## src/rtl/sha256_block_sequencer.sv

```systemverilog
// ---------------------------------------------------------------------------
// sha256_block_sequencer
//
// Front end of the SHA-256 compression engine. Accepts one 512-bit message
// block at a time, expands it into the 64 message-schedule words W_t with a
// 16-word sliding window, looks up the round constant K_t, and generates the
// control strobes consumed by the round datapath.
//
// Optional feature macro: SCHED_STALL_EN
//   When defined, an extra input round_hold freezes the round sequence
//   (counter, window and the W/K/index outputs) while it is high in ROUND.
//   When undefined, the port does not exist and the 64 rounds always run
//   back to back.
//
// Ports:
//   clk            in   clock
//   reset_n        in   asynchronous, active-low reset
//   blk_valid      in   block offered
//   blk_ready      out  sequencer can accept a block (high only in IDLE)
//   blk_data[511:0]in   message block, word 0 in bits [511:480]
//   blk_first      in   block starts a new message (qualified by blk_valid)
//   blk_last       in   block ends the message (qualified by blk_valid)
//   round_hold     in   (SCHED_STALL_EN only) stall the current round
//   init           out  one-cycle pulse: datapath loads the IV
//   round_en       out  datapath performs round round_idx this cycle
//   digest_update  out  one-cycle pulse: datapath adds working vars to H
//   done           out  final digest valid; held until next block accepted
//   w_out[31:0]    out  W_t for the current round (0 outside ROUND)
//   k_out[31:0]    out  K_t for the current round (0 outside ROUND)
//   round_idx[5:0] out  current round t (0 outside ROUND)
//   busy           out  high in every state except IDLE
//
// Handshake: a block transfers on a rising clk edge where blk_valid and
// blk_ready are both high. blk_ready is a pure function of the state, never
// of blk_valid; the offering side may hold blk_valid high for any number of
// cycles and the block is taken on the first IDLE cycle.
// ---------------------------------------------------------------------------
module sha256_block_sequencer (
    input  logic         clk,
    input  logic         reset_n,
    input  logic         blk_valid,
    output logic         blk_ready,
    input  logic [511:0] blk_data,
    input  logic         blk_first,
    input  logic         blk_last,
`ifdef SCHED_STALL_EN
    input  logic         round_hold,
`endif
    output logic         init,
    output logic         round_en,
    output logic         digest_update,
    output logic         done,
    output logic [31:0]  w_out,
    output logic [31:0]  k_out,
    output logic [5:0]   round_idx,
    output logic         busy
);

    // Fixed by the SHA-256 algorithm.
    localparam int ROUNDS = 64;

    localparam logic [1:0] ST_IDLE   = 2'd0;
    localparam logic [1:0] ST_INIT   = 2'd1;
    localparam logic [1:0] ST_ROUND  = 2'd2;
    localparam logic [1:0] ST_UPDATE = 2'd3;

    localparam logic [31:0] K_TABLE [0:63] = '{
        32'h428a2f98, 32'h71374491, 32'hb5c0fbcf, 32'he9b5dba5,
        32'h3956c25b, 32'h59f111f1, 32'h923f82a4, 32'hab1c5ed5,
        32'hd807aa98, 32'h12835b01, 32'h243185be, 32'h550c7dc3,
        32'h72be5d74, 32'h80deb1fe, 32'h9bdc06a7, 32'hc19bf174,
        32'he49b69c1, 32'hefbe4786, 32'h0fc19dc6, 32'h240ca1cc,
        32'h2de92c6f, 32'h4a7484aa, 32'h5cb0a9dc, 32'h76f988da,
        32'h983e5152, 32'ha831c66d, 32'hb00327c8, 32'hbf597fc7,
        32'hc6e00bf3, 32'hd5a79147, 32'h06ca6351, 32'h14292967,
        32'h27b70a85, 32'h2e1b2138, 32'h4d2c6dfc, 32'h53380d13,
        32'h650a7354, 32'h766a0abb, 32'h81c2c92e, 32'h92722c85,
        32'ha2bfe8a1, 32'ha81a664b, 32'hc24b8b70, 32'hc76c51a3,
        32'hd192e819, 32'hd6990624, 32'hf40e3585, 32'h106aa070,
        32'h19a4c116, 32'h1e376c08, 32'h2748774c, 32'h34b0bcb5,
        32'h391c0cb3, 32'h4ed8aa4a, 32'h5b9cca4f, 32'h682e6ff3,
        32'h748f82ee, 32'h78a5636f, 32'h84c87814, 32'h8cc70208,
        32'h90befffa, 32'ha4506ceb, 32'hbef9a3f7, 32'hc67178f2
    };

    // Small sigma functions of the message schedule.
    function automatic logic [31:0] sig0(input logic [31:0] x);
        return {x[6:0], x[31:7]} ^ {x[17:0], x[31:18]} ^ (x >> 3);
    endfunction

    function automatic logic [31:0] sig1(input logic [31:0] x);
        return {x[16:0], x[31:17]} ^ {x[18:0], x[31:19]} ^ (x >> 10);
    endfunction

    logic [1:0]  state;
    logic [5:0]  t;
    logic        last_q;
    logic [31:0] w [0:15];
    logic [31:0] w_new;
    logic        hold;
    logic        in_round;

`ifdef SCHED_STALL_EN
    assign hold = round_hold;
`else
    assign hold = 1'b0;
`endif

    assign in_round = (state == ST_ROUND);

    // Window holds W_t .. W_t+15; this is W_t+16.
    assign w_new = sig1(w[14]) + w[9] + sig0(w[1]) + w[0];

    always_ff @(posedge clk or negedge reset_n) begin
        if (!reset_n) begin
            state  <= ST_IDLE;
            t      <= 6'd0;
            last_q <= 1'b0;
            done   <= 1'b0;
            for (int i = 0; i < 16; i++) begin
                w[i] <= 32'd0;
            end
        end else begin
            case (state)
                ST_IDLE: begin
                    if (blk_valid) begin
                        for (int i = 0; i < 16; i++) begin
                            w[i] <= blk_data[511 - 32*i -: 32];
                        end
                        last_q <= blk_last;
                        done   <= 1'b0;
                        t      <= 6'd0;
                        // A first block always restarts the message,
                        // even if the previous one never finished.
                        state  <= blk_first ? ST_INIT : ST_ROUND;
                    end
                end
                ST_INIT: begin
                    state <= ST_ROUND;
                end
                ST_ROUND: begin
                    if (!hold) begin
                        for (int i = 0; i < 15; i++) begin
                            w[i] <= w[i+1];
                        end
                        w[15] <= w_new;
                        t     <= t + 6'd1;
                        if (t == 6'(ROUNDS - 1)) begin
                            state <= ST_UPDATE;
                        end
                    end
                end
                ST_UPDATE: begin
                    if (last_q) begin
                        done <= 1'b1;
                    end
                    state <= ST_IDLE;
                end
                default: begin
                    state <= ST_IDLE;
                end
            endcase
        end
    end

    // All strobes decode directly from the state register so they drop
    // to zero immediately on an asynchronous reset.
    assign blk_ready     = (state == ST_IDLE);
    assign busy          = (state != ST_IDLE);
    assign init          = (state == ST_INIT);
    assign digest_update = (state == ST_UPDATE);
    assign round_en      = in_round && !hold;
    assign w_out         = in_round ? w[0] : 32'd0;
    assign k_out         = in_round ? K_TABLE[t] : 32'd0;
    assign round_idx     = in_round ? t : 6'd0;

endmodule

```

## config.mk

```make
export PLATFORM = sky130hd
export DESIGN_NAME = sha256_block_sequencer
export DESIGN_NICKNAME = d
export VERILOG_FILES = /design/src/rtl/sha256_block_sequencer.sv
export SDC_FILE = /design/constraint.sdc
export NUM_CORES = 2
export LEC_CHECK = 0
export BUFFER_PORTS_ARGS = -buffer_cell sky130_fd_sc_hd__buf_2
export CAP_MARGIN = 10
export CORE_MARGIN = 8
export CORE_UTILIZATION = 55
export CTS_CLUSTER_SIZE = 24
export DETAILED_ROUTE_END_ITERATION = 8
export PLACE_DENSITY = 0.84
export SYNTH_ARGS = -nofsm -noshare
export SYNTH_HDL_FRONTEND = slang
export SYNTH_SLANG_ARGS = --single-unit
export TNS_END_PERCENT = 50
```

## constraint.sdc

```tcl
create_clock -name clk -period 4.9 [get_ports clk]
set_input_delay 0.245 -clock clk [delete_from_list [all_inputs] [get_ports clk]]
set_output_delay 0.245 -clock clk [all_outputs]
set_load 0.01 [all_outputs]
```

==> results by stage <==
Route:
- The met2 layer wire length in the routed design is 64100 um.
- Routed signal wires occupy layers up through met5.
- The violation count after the first detailed-routing iteration is 4427.
- Across all layers, the routed design uses 32190 vias.
- The routed length on met3 is 17300 um.
- The number of nets still failing antenna checks after routing is 0.
- In the routed layout, each cell is associated on average with a via count of 6.28.
- For this run, the detailed router's first-pass iteration total came to 9.
- The met1 routed wirelength after detailed routing is 50000 um.
- In the final routed layout, each cell accounts on average for 28.2 um.
- The post-detailed-route DRC marker count is 0.
- The post-detailed-routing wire length is 145000 um.

Synth:
- For this run, asynchronously set or reset flops after synthesis account for 1.00.
- The synthesis-stage register bit count is 522.
- Among all flip-flop cells after synthesis, the most frequent one is dfrtp_1.
- The Yosys step of the flow raised 0 warnings.
- The share of synthesized area occupied by flip-flops and latches is 0.415.
- In this run, distinct cell masters in the synthesized netlist total 74.
- Synthesis produced a netlist whose cell count is 3461.
- The count of flip-flops with a built-in enable after synthesis is 0.
- The post-synth net total is 4096.
- The average cell area after synthesis is 9.10 sq um.
- The area of the mapped netlist is 0.0315 sq mm.

Setup path:
- The largest stage delay on the critical path is 0.58 ns.
- Among the stages of the critical path, the cell type that occurs most often is fa_1.
- Traced cell by cell, the critical path runs through xor2_1, xnor2_1, fa_1, fa_1, inv_1, ha_1, nand2_1, nor2_1, nand3_1, a2111oi_1, o21ai_0, and3_1, o31ai_1.
- The number of buffers and inverters on the critical path is 1.
- The worst setup path is captured at a flop.
- The peak fanout along the critical path is 8.
- At the worst endpoint, the arrival time is 4.82 ns.
- The setup check on the worst reg-to-reg path leaves a slack of 0.58 ns.
- The gate family responsible for the most delay along the worst path is adder cells.
- The critical path startpoint category is a flop.
- STA puts the critical path data required time at 5.40 ns.
- The critical-path cell with the highest stage delay is a2111oi_1.
- The launching point of the worst reg2reg path is w[40].
- The critical path class is reg2reg.
- In this run the critical register-to-register path is captured at w[27].
- The depth of the worst register-to-register path is 13.

Global route:
- The total overflow left after global routing is 0.
- The via count of the first global-routing pass is 32499.
- The number of antenna violations at the first check in global routing is 54.
- For this run, the total global-route usage over all layers was measured as 0.420.
- Entering global routing, the biggest net connects 261 pins.
- The first global-routing pass estimated 208000 um of wire.

Cells and area:
- The fraction of final layout cells with drive strength greater than 1 is 0.173.
- The most common cell after layout, fill and taps aside is nand2_1.
- The post-layout net count is 4924.
- The library cells used most frequently in the layout, excluding fill and tap cells, are nand2_1, buf_2, o21ai_0, dfrtp_1, mux2i_1.
- The area growth from synthesis to layout is 30.1%.
- The layout filler cell count is 3734.
- The multi-input logic area is 0.0167 sq mm.
- In the final layout, flip-flops and latches occupy 0.0131 sq mm.

Clock tree:
- The later pin in the worst-skew pair is clocked with a latency of 0.65 ns.
- The CTS tree is built.
- The clock-pin slew of the registers on the worst-case setup and hold paths is 0.07 ns.
- In this run the deepest clock path goes through 3 buffers.
- CTS placed an instance of clkbuf_16 at the clock tree root.
- The clock sink total is 522.
- The TritonCTS buffer count is 54.
- The number of setup buffers added after CTS is 0.
- The H-tree was split into 2 levels.

STA:
- The minimum hold slack is -0.00733 ns.
- The final hold violation count came to 1.
- The fmax is 232 MHz.
- Setup repair after global routing left no endpoint under its margin.
- The worst-case headroom to the max-slew limit is -0.140.
- In the final timing run, aggregate negative setup slack is 0 ns.
- The final number of setup-violating endpoints is 0.
- At the pin with the least slew margin, the transition time is 1.69 ns.
- In the finished design, the share of the clock period the worst path needs comes to 0.881.
- The max-slew violation total from the final report came to 2.
- The final clock skew is 0.0646 ns.
- Counting I/O delays and the setup requirement, the final critical path takes 4.32 ns.

Floorplan:
- The core region is 0.0565 sq mm.
- The vertical die dimension is 255 um.
- The number of top-level design ports is 593.
- The initial utilization of the core area, before any placement, comes to 0.558.
- The number of standard-cell rows in the floorplan is 87.
- The horizontal extent of the die is 255 um.
- The die area is 0.0652 sq mm.

Placed design:
- The estimated wirelength of the detail-placed design is 90900 um.
- Input and output buffers added on the ports amount to 592.
- The final weighted congestion in routability-driven placement is 0.944.

Min path:
- Along the worst hold path, the cell count comes to 3.
- The startpoint identified for the worst hold timing path is blk_data[455].
- The type of the most critical hold path is in2reg.
- For hold timing, the worst endpoint is w[455].

Flow run:
- The number of violations of the max-capacitance limit is 1.

Run status:
- The flow ran to the end, but the final reports show violations.
- The final reports fail on negative hold slack, max-capacitance violations, max-slew violations.
[state kept, by name, indices dropped and copies added, names as in the netlist]
register,count
done,1
last_q,1
w,512
state,2
t,6
[worst register-to-register path, delay by kind of cell (launching register included)]
family	cells	cell delay, ns
adders and majority gates	3	1.42
AOI/OAI and AO/OA	3	0.99
and+or+nand+nor	4	0.77
xor gates and xnor gates	2	0.55
DFF	1	0.44
buffers and inverters	1	0.05
[worst max path at each step]
stage / startpoint / endpoint / slack (ns) / cells past startpoint
2_1_floorplan: w[50] / w[17] / 1.06 / 15
3_3_place_gp: w[43] / w[17] / 0.71 / 14
3_5_place_dp: w[43] / w[17] / 0.69 / 14
4_1_cts: w[43] / w[17] / 0.65 / 14
5_1_grt: w[40] / w[27] / 0.38 / 13
6_report: w[40] / w[27] / 0.58 / 13
[per-layer routing]
layer | vias up | global-route usage
met5 | - | 0.00225
met4 | 22 | 0.298
met3 | 890 | 0.139
met2 | 2550 | 0.648
met1 | 15158 | 0.489
li1 | 13570 | -
[timing repair]
action	in CTS	in global routing
resized for setup	0	0
hold endpoints to repair	528	0
hold buffers	431	0
[cells in the mapped netlist, drive strengths merged (5+ instances only)]
cell | count | area (sq um)
a211oi | 38 | 298
a21o | 6 | 45.0
a21oi | 121 | 606
a221oi | 6 | 65.1
a311oi | 12 | 105
a31oi | 15 | 93.8
and2 | 9 | 58.8
and3 | 23 | 149
buf | 81 | 392
clkbuf | 212 | 796
dfrtp | 522 | 13100
fa | 62 | 1240
ha | 56 | 701
inv | 140 | 526
mux2i | 497 | 4970
mux4 | 7 | 158
nand2 | 610 | 2290
nand2b | 7 | 43.8
nand3 | 36 | 180
nand4 | 6 | 37.5
nor2 | 130 | 490
nor2b | 6 | 37.5
nor3 | 32 | 160
o211ai | 17 | 133
o21a | 5 | 38.8
o21ai | 581 | 2910
o221ai | 8 | 70.1
o22ai | 10 | 62.6
o31ai | 10 | 85.1
or3 | 7 | 43.8
xnor2 | 85 | 744
xor2 | 49 | 429
[final cells by class]
cell class / count / share of cell area
tap: 756 / 0.0231
clock inverter: 21 / 0.00779
timing repair buffer: 1065 / 0.189
sequential: 522 / 0.319
multi-input combinational: 2503 / 0.408
antenna: 45 / 0.00275
clock buffer: 74 / 0.0370
inverter: 143 / 0.0131
[stage by stage]
stage               cell area [sq um]  instances  setup WS [ns]   util
floorplan                       31500       3461           1.06      -
CTS                             40900       5084          0.652  0.723
detailed placement              34700       4558          0.688  0.614
global route                    41000       5125          0.375  0.725
global placement                34700       4558          0.712  0.614
finish                          41000       5129          0.581  0.725
[cells by family (layout without fill, tap and decap cells)]
family | after synthesis | count (layout) | share of synthesized area
AOI/OAI and AO/OA | 866 | 866 | 0.154
xor gates and xnor gates | 134 | 134 | 0.0373
adders and majority gates | 118 | 118 | 0.0616
buffers and inverters | 436 | 1303 | 0.0547
DFF | 522 | 522 | 0.415
muxes | 505 | 505 | 0.163
other | 0 | 45 | 0
and+or+nand+nor | 880 | 880 | 0.114
Power is left out: the tool's default activity adds up to more than one toggle a clock period on the data nets, which glitch-free logic cannot reach.
